`src/rtl/alu_pkg.sv`:
```
// Shared definitions for the ALU result path: opcodes, flag bit positions and the buffered entry.
package alu_pkg;

  typedef enum logic [3:0] {
    OP_ADD = 4'b0000,
    OP_SUB = 4'b0001,
    OP_AND = 4'b0010,
    OP_OR  = 4'b0011,
    OP_XOR = 4'b0100,
    OP_NOT = 4'b0101,
    OP_INC = 4'b0110,
    OP_NEG = 4'b0111,
    OP_SHL = 4'b1000,
    OP_SHR = 4'b1001,
    OP_ROL = 4'b1010,
    OP_ROR = 4'b1011,
    OP_MUL = 4'b1100,
    OP_DIV = 4'b1101,
    OP_MOD = 4'b1110,
    OP_NOP = 4'b1111
  } alu_op_e;

  localparam int FLAG_W = 5;
  localparam int FLG_Z  = 0;
  localparam int FLG_C  = 1;
  localparam int FLG_N  = 2;
  localparam int FLG_V  = 3;
  localparam int FLG_DZ = 4;

  typedef struct packed {
    logic [3:0]        op;
    logic [15:0]       result;
    logic [FLAG_W-1:0] flags;
  } entry_t;

  localparam int ENTRY_W = $bits(entry_t);

endpackage

```
`src/rtl/sync_fifo.sv`:
```
// Single-clock FIFO with occupancy count and synchronous flush; 1-cycle push-to-head latency.
// Head data reads zero when empty; pushes when full and pops when empty are ignored.
module sync_fifo #(
  parameter int WIDTH = 8,
  parameter int DEPTH = 4
) (
  input  logic                     clk,
  input  logic                     rst,
  input  logic                     i_flush,
  input  logic                     i_push,
  input  logic                     i_pop,
  input  logic [WIDTH-1:0]         i_dat,
  output logic [WIDTH-1:0]         o_dat,
  output logic                     o_empty,
  output logic                     o_full,
  output logic [$clog2(DEPTH):0]   o_level
);

  localparam int AW = $clog2(DEPTH);
  localparam int LW = AW + 1;

  logic [WIDTH-1:0] r_mem [DEPTH];
  logic [AW-1:0]    r_wr_ptr;
  logic [AW-1:0]    r_rd_ptr;
  logic [LW-1:0]    r_level;
  logic             w_push;
  logic             w_pop;

  assign o_full  = (r_level == LW'(DEPTH));
  assign o_empty = (r_level == '0);
  assign o_level = r_level;

  // Flush wins over both sides so a flushing cycle never moves data.
  assign w_push = i_push && !o_full  && !i_flush;
  assign w_pop  = i_pop  && !o_empty && !i_flush;

  always_ff @(posedge clk or posedge rst) begin
    if (rst) begin
      r_wr_ptr <= '0;
      r_rd_ptr <= '0;
      r_level  <= '0;
    end else if (i_flush) begin
      r_wr_ptr <= '0;
      r_rd_ptr <= '0;
      r_level  <= '0;
    end else begin
      if (w_push) r_wr_ptr <= r_wr_ptr + AW'(1);
      if (w_pop)  r_rd_ptr <= r_rd_ptr + AW'(1);
      case ({w_push, w_pop})
        2'b10:   r_level <= r_level + LW'(1);
        2'b01:   r_level <= r_level - LW'(1);
        default: r_level <= r_level;
      endcase
    end
  end

  always_ff @(posedge clk or posedge rst) begin
    if (rst) begin
      for (int i = 0; i < DEPTH; i++) r_mem[i] <= '0;
    end else if (w_push) begin
      r_mem[r_wr_ptr] <= i_dat;
    end
  end

  assign o_dat = o_empty ? '0 : r_mem[r_rd_ptr];

endmodule

```
`src/rtl/alu_result_buffer.sv`:
```
// Captures ALU results with derived {DZ,V,N,C,Z} flags into a FIFO for writeback; 1-cycle latency.
// in_ready drops while full (not pop-aware); saturating debug counters survive flush.
module alu_result_buffer
  import alu_pkg::*;
#(
  parameter int DEPTH = 4,
  parameter int CNT_W = 8
) (
  input  logic                   clk,
  input  logic                   rst,
  input  logic                   flush,
  input  logic                   in_valid,
  output logic                   in_ready,
  input  logic [3:0]             in_op,
  input  logic [7:0]             in_a,
  input  logic [7:0]             in_b,
  input  logic [15:0]            in_result,
  output logic                   out_valid,
  input  logic                   out_ready,
  output logic [3:0]             out_op,
  output logic [15:0]            out_result,
  output logic [FLAG_W-1:0]      out_flags,
  output logic [$clog2(DEPTH):0] level,
  output logic [CNT_W-1:0]       res_cnt,
  output logic [CNT_W-1:0]       dz_cnt
);

  logic [FLAG_W-1:0] w_flags;
  entry_t            w_in_entry;
  entry_t            w_head;
  logic              w_empty;
  logic              w_full;
  logic              w_push;
  logic              w_accept;
  logic [CNT_W-1:0]  r_res_cnt;
  logic [CNT_W-1:0]  r_dz_cnt;

  always_comb begin
    w_flags = '0;
    w_flags[FLG_Z] = (in_result == 16'h0000);

    case (in_op)
      OP_ADD, OP_INC, OP_SHL: w_flags[FLG_C] = in_result[8];
      OP_SUB:                 w_flags[FLG_C] = (in_a < in_b);
      OP_NEG:                 w_flags[FLG_C] = (in_a == 8'h00);
      OP_SHR:                 w_flags[FLG_C] = in_a[0];
      default:                w_flags[FLG_C] = 1'b0;
    endcase

    w_flags[FLG_N] = (in_op == OP_MUL) ? in_result[15] : in_result[7];

    // Signed 8-bit overflow only meaningful for add/subtract.
    case (in_op)
      OP_ADD:  w_flags[FLG_V] = (in_a[7] == in_b[7]) && (in_result[7] != in_a[7]);
      OP_SUB:  w_flags[FLG_V] = (in_a[7] != in_b[7]) && (in_result[7] != in_a[7]);
      default: w_flags[FLG_V] = 1'b0;
    endcase

    w_flags[FLG_DZ] = (in_op == OP_DIV) && (in_b == 8'h00);
  end

  assign w_in_entry = '{op: in_op, result: in_result, flags: w_flags};

  assign in_ready = !rst && !w_full;
  assign w_push   = in_valid && in_ready;
  assign w_accept = w_push && !flush;

  sync_fifo #(
    .WIDTH (ENTRY_W),
    .DEPTH (DEPTH)
  ) u_fifo (
    .clk     (clk),
    .rst     (rst),
    .i_flush (flush),
    .i_push  (w_push),
    .i_pop   (out_ready),
    .i_dat   (w_in_entry),
    .o_dat   (w_head),
    .o_empty (w_empty),
    .o_full  (w_full),
    .o_level (level)
  );

  assign out_valid  = !w_empty;
  assign out_op     = w_head.op;
  assign out_result = w_head.result;
  assign out_flags  = w_head.flags;

  always_ff @(posedge clk or posedge rst) begin
    if (rst) begin
      r_res_cnt <= '0;
      r_dz_cnt  <= '0;
    end else begin
      if (w_accept && (r_res_cnt != '1))
        r_res_cnt <= r_res_cnt + CNT_W'(1);
      if (w_accept && w_flags[FLG_DZ] && (r_dz_cnt != '1))
        r_dz_cnt <= r_dz_cnt + CNT_W'(1);
    end
  end

  assign res_cnt = r_res_cnt;
  assign dz_cnt  = r_dz_cnt;

endmodule

```
`config.mk`:
```
export PLATFORM = sky130hd
export DESIGN_NAME = alu_result_buffer
export DESIGN_NICKNAME = d
export VERILOG_FILES = /design/src/rtl/alu_pkg.sv /design/src/rtl/sync_fifo.sv /design/src/rtl/alu_result_buffer.sv
export SDC_FILE = /design/constraint.sdc
export NUM_CORES = 1
export LEC_CHECK = 0
export CORE_UTILIZATION = 59
export DETAILED_ROUTE_END_ITERATION = 7
export PLACE_DENSITY_LB_ADDON = 0.25
export SETUP_SLACK_MARGIN = 0.1
export SLEW_MARGIN = 10
export SYNTH_ARGS = -nofsm -noshare
export SYNTH_HDL_FRONTEND = slang
export SYNTH_SLANG_ARGS = --single-unit
```
`constraint.sdc`:
```
create_clock -name clk -period 15.3 [get_ports clk]
set_clock_uncertainty 0.05 [all_clocks]
set_input_delay 3.825 -clock clk [delete_from_list [all_inputs] [get_ports clk]]
set_output_delay 3.825 -clock clk [all_outputs]
set_load 0.01 [all_outputs]
```
# Word-level counts from Yosys, hierarchy flattened
# Cells that the tools add are included.
# W data, S select, Z words.
word_totals:
  regBits: 123
  output_inout_bits: 46
  word_cells: 79
classes:
  addsub: 6
  order_cmp: 4
  eq_ne: 15
  muxes: 16
  n_bitwise: 2
  n_reduce_logical: 27
ops:
  columns: ["op", "n"]
  rows:
  - ["$bwmux W100", 1]
  - ["$mux W25", 4]
  - ["$bmux W25 S2", 1]
  - ["$demux W25 S2", 1]
  - ["$add A8 B1 Y8 const B", 2]
  - ["$eq A4 B4 Y1 const B", 4]
  - ["$logic_not A16 Y1", 1]
  - ["$logic_not A8 Y1", 2]
  - ["$ne A8 B8 Y1 const B", 2]
  - ["$logic_and A1 B1 Y1", 14]
  - ["$eq A4 B3 Y1 const B", 2]
  - ["$lt A8 B8 Y1", 1]
  - ["$mux W2", 4]
  - ["$ge A3 B3 Y1 const B", 2]
  - ["$not A2 Y3", 2]
  - ["$pmux W3 S2", 1]
  - ["$add A2 B1 Y2 const B", 2]
  - ["$eq A4 B1 Y1 const B", 1]
  - ["$logic_not A1 Y1", 4]
  - ["$logic_not A4 Y1", 1]
  - ["$pmux W1 S4", 1]
  - ["$reduce_bool A2 Y1", 2]
  - ["$add A3 B1 Y3 const B", 1]
  - ["$eq A3 B3 Y1 const B", 1]
  - ["12 further kinds", 13]

# Logic depth before layout (Yosys ltp)
logic_depth:
  depth_word: 9
  depth_mapped: 9

# Modules after synthesis
# Synthesis repeated with hierarchy kept, for this count alone.
hier_totals:
  hier_cells: 451
  hier_area_um2: 6424.9
by_module_without_submodules:
  columns: ["module", "instances", "cells_each", "area_per_inst_um2", "seq_area_each_um2"]
  rows:
  - ["sync_fifo", 1, 335, 5306.3, 2677.6]
  - ["alu_result_buffer", 1, 116, 1118.6, 400.4]

# Least setup slack after synthesis
# Ideal clock, no wire load.
synth_timing:
  kind: "input port to output port"
  from: "in rst"
  to: "out in_ready"
  arrival_time_ns: 6.805
  setup_slack_ns: 4.620
  cell_stages: 2
  path_buffers: 0
  cell_sequence: "inv_1 > and2_1"
synth_between:
  elab_chain_cells: 2
synth_lines:
  columns: ["item", "line_no", "source"]
  rows:
  - ["from (decl)", "alu_result_buffer.sv:10", "input logic rst,"]
  - ["$logic_not A1 Y1 (no source line)", null, null]
  - ["$logic_and A1 B1 Y1", "alu_result_buffer.sv:64", "assign in_ready = !rst && !w_full;"]
  - ["to (decl)", "alu_result_buffer.sv:13", "output logic in_ready,"]
# No other way between the ends.

# Worst setup path after layout
# Ends and elaborated chain as after synthesis.

==> reports/results.txt <==
Syn Nets = 692
RSZ-0062 raised after global routing = no
Worst setup SP type = input port
slew of the pin with the lowest slew margin = 1234 ps
number of I/O pins = 87
Hold Fails Final Rpt = 0
drt total wl = 14.92 mm
Pwr per Cell Area = 158.6 nW/um2
CP Class = input port to output port
Finished Core Util = 76.09%
largest net degree at the start of global routing = 87
Leak = 0.003683 uW
worst path arrival time = 5460 ps
number of synthesized flops with an enable pin = 0
hpwl dp = 9.229 mm
worst-path fanout max = 40
Cell Area, Synth = 6151 um2
clock-pin slew on the worst setup and hold paths = 50 ps
crit share post-route = 61.01%
status = finished clean
post_cts resized = 0
Worst Path Required = 11,430 ps
minimum clock period = 9335 ps
vias in the first global route = 5,115
row cnt = 36
CTS buffer count = 17
Peak VDD IR = 0.1385 mV
Slew Limit Fails = 0
post-synthesis sequential area ratio = 50.04%
CTS Buffer Depth = 2
placeable core area = 9955 um2
Hold Crit Depth = 2
Synth warnings = 0
Die Ht = 104.1 um
CTS root buf = clkbuf_8
drc violations = 0
Max-slew headroom = 17.47%
share of layout cells above drive strength 1 = 9.331%
most common flop cell mapped by yosys = dfrtp_1
ys async rst share = 100.0%
# clock sinks = 123
Buffers on Ports = 86
Detail Route Antenna Nets = 0
Hold Crit Class = register to register
post-synth cell types = 44
gpl congestion = 0.8351
Final TNS setup = 0 ps
CTS tree = built
maximum level of the CTS H-tree = 4
depth of the worst register-to-register path = 6
max cap viols = 0
Final nets = 763
syn avg cell area = 9.656 um2
Synth Register Bits = 123
# setup viols final = 0
Initial DRC Count = 371
worst skew pair latency = 510 ps
Cells after Synth = 637
remaining global-route overflow = 0
Layout area overhead = 23.15%
first-pass GRT wire length = 24.79 mm
DR vias = 4,903
Tot GR Track Use = 29.65%
Die W = 104.1 um
DR vias/cell = 5.761
die area = 10,840 um2
Post-CTS Hold Buffers = 0
Starting Density = 61.79%
Crit. End Element = output port
Avg WL per Cell = 17.53 um
n_diodes = 0
initial antenna violation count = 0
post-CTS setup buffers = 0
fmax = 107.1 MHz
drt first pass iters = 5
==> power breakdown <==
| part | switching [uW] | internal [uW] |
|---|---|---|
| Sequential | 74.4 | 406 |
| Clock | 130 | 226 |
| Combinational | 162 | 203 |
| Total | 367 | 835 |
==> synthesized netlist by cell type, types with 9 or more instances <==
| master | number | area, um2 |
|---|---|---|
| o21ai_0 | 15 | 75.07 |
| nand2_1 | 266 | 998.5 |
| nor2_1 | 15 | 56.30 |
| mux4_2 | 25 | 563.0 |
| inv_1 | 12 | 45.04 |
| buf_2 | 14 | 70.07 |
| clkbuf_1 | 21 | 78.83 |
| and2_1 | 27 | 168.9 |
| dfrtp_1 | 123 | 3078 |
| ha_1 | 13 | 162.7 |
| nand3_1 | 9 | 45.04 |
| xor2_1 | 16 | 140.1 |
==> placed cells by master (no fill, tap or decap), types with 6 or more instances in the layout <==
master	netlist	layout
dfrtp_1	123	122
nand2_1	266	266
o21ai_0	15	15
nor2_1	15	15
and3_1	6	6
inv_1	12	11
clkbuf_16	0	16
xor2_1	16	16
nor3_1	7	7
mux4_2	25	25
and2_1	27	27
nand3_1	9	9
nand4_1	6	6
clkdlybuf4s50_1	0	86
ha_1	13	13
clkbuf_8	0	8
==> per-stage QoR <==
stage | hold slack (ps) | std cells | setup slack [ps] | power [uW] | instance area [um2]
after global routing | 445.1 | 851 | 5816 | 1260 | 7575
after CTS | 422.5 | 851 | 5937 | 1208 | 7575
after detailed placement | 409.1 | 822 | 5935 | 845.1 | 7044
after global placement | 401.7 | 822 | 5969 | 825.7 | 7044
after floorplan | 390.3 | 637 | 4620 | 691.4 | 6151
final | 424.0 | 851 | 5965 | 1202 | 7575
==> flip-flops by register name, indices dropped and copies added, names as in the netlist <==
signal and flops:
u_fifo.o_level 3, res_cnt 8, u_fifo.r_wr_ptr 2, u_fifo.r_mem 100, u_fifo.r_rd_ptr 2, dz_cnt 8
==> final cells by class <==
| class | count | area, um2 |
|---|---|---|
| flip-flops and latches | 123 | 3079 |
| multi-input cells | 464 | 2860 |
| fillers | 666 | 2380 |
| repair buffers | 90 | 890.9 |
| clock buffers | 28 | 525.5 |
| well taps | 133 | 166.4 |
| inverters | 12 | 47.55 |
| clock inverters | 1 | 5.005 |
==> path summary, 6_finish.rpt <==
check / start / endpoint / slack (ps)
hold / removal: u_fifo.r_mem[86]$_DFFE_PP0P_ / u_fifo.r_mem[86]$_DFFE_PP0P_ / 420
setup / recovery: rst / in_ready / 5970
max in group asynchronous: rst / u_fifo.r_mem[88]$_DFFE_PP0P_ / 10010
setup reg to reg: u_fifo.o_level[0]$_DFFE_PP0P_ / u_fifo.o_level[2]$_DFFE_PP0P_ / 12440
min in group asynchronous: rst / u_fifo.o_level[1]$_DFFE_PP0P_ / 3730
hold reg to reg: u_fifo.r_mem[86]$_DFFE_PP0P_ / u_fifo.r_mem[86]$_DFFE_PP0P_ / 420
==> worst max-delay path: stages <==
cell and delay, ps:
clkdlybuf4s50_1 500, inv_4 400, and2_1 200, clkdlybuf4s50_1 530
==> metal layers <==
metal  vias up  GRT usage (%)  wire (um)
li1       2244              -          -
met3        43          6.642        848
met1      2434          35.75       5926
met2       182          50.24       7699
met5         -              0          0
met4         0          15.00        440
==> logic make-up after synthesis <==
family,after synthesis,synth area share [%]
AOI/OAI and AO/OA,30,3.255
buffers and inverters,50,3.458
xor gates and xnor gates,20,2.848
and+or+nand+nor,366,26.71
adders and majority gates,14,2.970
muxes,34,10.72
DFF,123,50.04
(Power assumes the default switching activity.)
